File: src/rtl/serial_sub_nbit.sv
// Bit-serial WIDTH-bit subtractor: a - b - borrow_in, one bit per clock LSB first.
// Result, final borrow and signed overflow are registered on the last RUN edge and held.
module serial_sub_nbit #(
    parameter int WIDTH = 8
) (
    input  logic             clk_in,
    input  logic             rst_in,
    input  logic             start_in,
    input  logic [WIDTH-1:0] a_in,
    input  logic [WIDTH-1:0] b_in,
    input  logic             borrow_in,
    output logic             busy_out,
    output logic             done_out,
    output logic [WIDTH-1:0] diff_out,
    output logic             borrow_out,
    output logic             ovf_out
);

    localparam int CNT_W = $clog2(WIDTH + 1);

    typedef enum logic [1:0] {
        IDLE = 2'd0,
        RUN  = 2'd1,
        DONE = 2'd2
    } state_t;

    state_t state, state_next;

    logic [WIDTH-1:0] a_sh, b_sh, res;
    logic             br;
    logic             a_msb, b_msb;
    logic [CNT_W-1:0] cnt;

    logic d_bit, br_next, last_bit;

    function automatic logic full_sub_borrow(input logic a, input logic b, input logic bi);
        return (~a & b) | (~(a ^ b) & bi);
    endfunction

    always_comb begin
        d_bit    = a_sh[0] ^ b_sh[0] ^ br;
        br_next  = full_sub_borrow(a_sh[0], b_sh[0], br);
        last_bit = (cnt == CNT_W'(WIDTH - 1));
    end

    always_ff @(posedge clk_in) begin
        if (rst_in) state <= IDLE;
        else        state <= state_next;
    end

    always_comb begin
        state_next = state;
        busy_out   = 1'b0;
        done_out   = 1'b0;
        case (state)
            IDLE: if (start_in) state_next = RUN;
            RUN: begin
                busy_out = 1'b1;
                if (last_bit) state_next = DONE;
            end
            DONE: begin
                done_out   = 1'b1;
                state_next = IDLE;
            end
            default: state_next = IDLE;
        endcase
    end

    // Operand capture, serial bit step, and result commit on the final bit
    always_ff @(posedge clk_in) begin
        if (rst_in) begin
            a_sh       <= '0;
            b_sh       <= '0;
            res        <= '0;
            br         <= 1'b0;
            a_msb      <= 1'b0;
            b_msb      <= 1'b0;
            cnt        <= '0;
            diff_out   <= '0;
            borrow_out <= 1'b0;
            ovf_out    <= 1'b0;
        end else begin
            case (state)
                IDLE: begin
                    if (start_in) begin
                        a_sh  <= a_in;
                        b_sh  <= b_in;
                        br    <= borrow_in;
                        a_msb <= a_in[WIDTH-1];
                        b_msb <= b_in[WIDTH-1];
                        cnt   <= '0;
                    end
                end
                RUN: begin
                    a_sh <= {1'b0, a_sh[WIDTH-1:1]};
                    b_sh <= {1'b0, b_sh[WIDTH-1:1]};
                    res  <= {d_bit, res[WIDTH-1:1]};
                    br   <= br_next;
                    cnt  <= cnt + 1'b1;
                    // d_bit is the result MSB on the last edge
                    if (last_bit) begin
                        diff_out   <= {d_bit, res[WIDTH-1:1]};
                        borrow_out <= br_next;
                        ovf_out    <= (a_msb != b_msb) && (d_bit != a_msb);
                    end
                end
                default: ;
            endcase
        end
    end

endmodule

File: config.mk
export PLATFORM = sky130hd
export DESIGN_NAME = serial_sub_nbit
export DESIGN_NICKNAME = d
export VERILOG_FILES = /design/src/rtl/serial_sub_nbit.sv
export SDC_FILE = /design/constraint.sdc
export NUM_CORES = 1
export LEC_CHECK = 0
export CAP_MARGIN = 20
export CORE_MARGIN = 2
export CORE_UTILIZATION = 27
export DETAILED_ROUTE_END_ITERATION = 8
export PLACE_DENSITY = 0.44
export REMOVE_ABC_BUFFERS = 1
export SETUP_SLACK_MARGIN = 0.4
export SLEW_MARGIN = 20
export SYNTH_ARGS = -nofsm -noshare
export SYNTH_HDL_FRONTEND = slang
export SYNTH_SLANG_ARGS = --single-unit
File: constraint.sdc
create_clock -name clk_in -period 2.43 [get_ports clk_in]
set_clock_uncertainty 0.1 [all_clocks]
set_input_delay 0.243 -clock clk_in [delete_from_list [all_inputs] [get_ports clk_in]]
set_output_delay 0.243 -clock clk_in [all_outputs]
set_load 0.01 [all_outputs]
==> qor.csv <==
stage,metric,value,unit
finish,Finished Layout Cells,332,
pwr,Max IR drop VDD,0.000224,V
job,Max-cap violations,0,
synthesis,Post-Syn Area per Cell,8.48,µm²
floorplanning,io pins,32,
finish,post-layout util,35.7,%
worst_hold_path,Tightest Hold Check Type,flop to flop,
global_routing,global-route wire length before repair,7.82,mm
timing,relative slew slack,56.8,%
global_routing,pin count of the biggest net entering global routing,24,
placed_design,GPL Wtd Cong,0.713,
timing,post-route setup slack,0.522,ns
timing,Final period util,78.5,%
floorplanning,Die Height,86.9,µm
floorplanning,Die Width,86.9,µm
clock_tree,Clock Latency Late Sink,0.29,ns
detailed_routing,total routed wirelength,4.59,mm
synthesis,fraction of registers with async set/reset,0,%
global_routing,GR Overflow Total,0,
synthesis,total of warnings raised by yosys,0,
clock_tree,# hold bufs at CTS,0,
global_routing,antenna violations before repair,0,
timing,Setup TNS,0,ns
timing,Final Max Slew Viols,0,
detailed_routing,vias,1653,
setup_path,Setup CP Type,flop to primary output,
detailed_routing,"antenna viol nets, final",0,
placed_design,dpl cells,324,
global_routing,vias in the first global route,1576,
clock_tree,TritonCTS Sinks,42,
synthesis,Mapped Area,0.00186,mm²
timing,Worst Tran Pin Value,0.646,ns
finish,"commonest non-fill, non-tap cell in the layout",dfxtp_1,
pwr,Sw Ratio,22.8,%
clock_tree,Clk Tree Root Cell,clkbuf_8,
global_routing,gr usage total,13.3,%
clock_tree,H-Tree Depth,2,
synthesis,Post-synth EDFFs,0,
placed_design,worst setup slack after placement,0.508,ns
floorplanning,row cnt,30,
detailed_routing,drt first pass iters,4,
synthesis,sequential-to-total area share from yosys stat,45.3,%
floorplanning,die area,0.00756,mm²
finish,Final nets,273,
synthesis,Syn Inst Count,219,
pwr,sequential share of power,45.6,%
setup_path,critical path capture point type,primary output,
finish,Syn-to-layout area delta,29.2,%
pwr,Clock power frac,42.5,%
clock_tree,postcts setup bufs,0,
pwr,total power,1.62,mW
setup_path,"Arr. time, crit path",1.56,ns
status,status,completed,
timing,RSZ-0062 raised after global routing,false,
clock_tree,CTS Buffer Depth,2,
placed_design,IO Port Bufs,31,
detailed_routing,remaining routing DRC violations,0,
finish,# diodes,0,
clock_tree,Worst-path clk slew,0.08,ns
setup_path,Worst Path Required,2.09,ns
placed_design,HPWL Detailed,3.13,mm
timing,crit path time final,1.91,ns
floorplanning,Starting Density,27.6,%
clock_tree,TritonCTS clock tree,done,
finish,most frequent cells in the layout,"42 x dfxtp_1, 31 x a21oi_1, 31 x clkdlybuf4s50_1",
detailed_routing,Wirelength per Cell,13.8,µm
timing,final hold violations,0,
finish,layout cells sized above 1,11.5,%
pwr,Pint,1.25,mW
timing,Final setup viols,0,
detailed_routing,routed vias/inst,4.98,
pwr,Leak,0.852,nW
clock_tree,clock buffer count from CTS,5,
detailed_routing,First DRT Iteration DRCs,104,
timing,Peak Freq,524,MHz
pwr,logic gate share of total power,11.9,%
setup_path,CP Max Fanout,23,
pwr,NetSw,0.370,mW
floorplanning,Core ar.,0.00672,mm²
synthesis,ys flop type,dfxtp_1,
pwr,PwrDens,676,mW/mm²
synthesis,"flops & latches, synth",42,
synthesis,"Distinct cells, synth",39,
setup_path,CP startpoint kind,flop,
metrics by stage:
stage / hold WS, ns / instance area [µm²]
2_1_floorplan: 0.212 / 1760
3_5_place_dp: 0.349 / 2250
6_report: 0.360 / 2400
5_1_grt: 0.395 / 2400
3_3_place_gp: 0.346 / 2250
4_1_cts: 0.361 / 2400
routing by layer:
metal,share of wire (%),vias up,GRT usage (%)
met5,0,-,0
met4,1.4,0,4.26
met3,3.3,5,3.22
met2,44,36,19.7
met1,51,772,19.0
li1,-,840,-
cell families after synthesis:
kind of cell / share of synthesized area [%]
buffers and inverters: 6.87
and+or+nand+nor: 19.3
AOI/OAI and AO/OA: 26.8
adders and majority gates: 1.75
DFF: 45.3
power by group through the flow:
stage	combinational, mW	clock [mW]	sequential [mW]
floorplan	0.0991	0	0.755
global placement	0.194	0	0.756
detailed placement	0.194	0	0.756
CTS	0.196	0.712	0.740
global route	0.219	0.743	0.745
finish	0.193	0.689	0.740
worst paths after layout:
path	startpoint	to	slack, ns	cells after the start
setup / recovery	state[1]	busy_out	0.52	3
hold / removal	res[1]	res[1]	0.36	2
setup reg to reg	cnt[0]	ovf_out	0.83	4
hold reg to reg	res[1]	res[1]	0.36	2
final cells by class:
class | count | area [µm²]
fillers | 714 | 4320
multi-input cells | 152 | 888
flip-flops and latches | 42 | 841
repair buffers | 42 | 393
well taps | 80 | 100
clock buffers | 6 | 82.6
clock inverters | 2 | 60.1
inverters | 8 | 35.0
timing repair:
| item | in CTS | in global routing |
|---|---|---|
| endpoints found under the setup margin | 1 | 1 |
| resized for setup | 1 | 1 |
| endpoints found under the hold margin | 0 | 0 |
state kept, by name, indices dropped and copies added (netlist names):
register    cells
a_msb           1
a_sh            8
b_msb           1
b_sh            8
borrow_out      1
br              1
cnt             4
diff_out        8
ovf_out         1
res             7
state           2
worst max-delay path, cell delays in order, from the launching register on:
cell	delay, ns
dfxtp_1	0.37
nand2b_4	0.18
inv_6	0.15
clkdlybuf4s50_1	0.56
synth_stat cells (2+ instances only):
library cell	instances	area share, %
buf_2	9	2.4
nor3_1	3	0.81
inv_1	7	1.4
nand2_1	19	3.8
o21ai_0	13	3.5
nor2_1	19	3.8
nor3b_1	2	0.81
clkbuf_1	3	0.61
buf_4	2	0.81
o22ai_1	6	2.0
or3b_2	5	2.4
nor2b_1	4	1.3
a211oi_1	12	4.9
dfxtp_1	42	45
a21oi_1	31	8.4
buf_6	2	1.2
o2bb2ai_1	4	1.9
o221ai_1	3	1.4
nand3_1	10	2.7
nand2b_1	4	1.3
No activity file was read; power rests on OpenSTA's default activity.
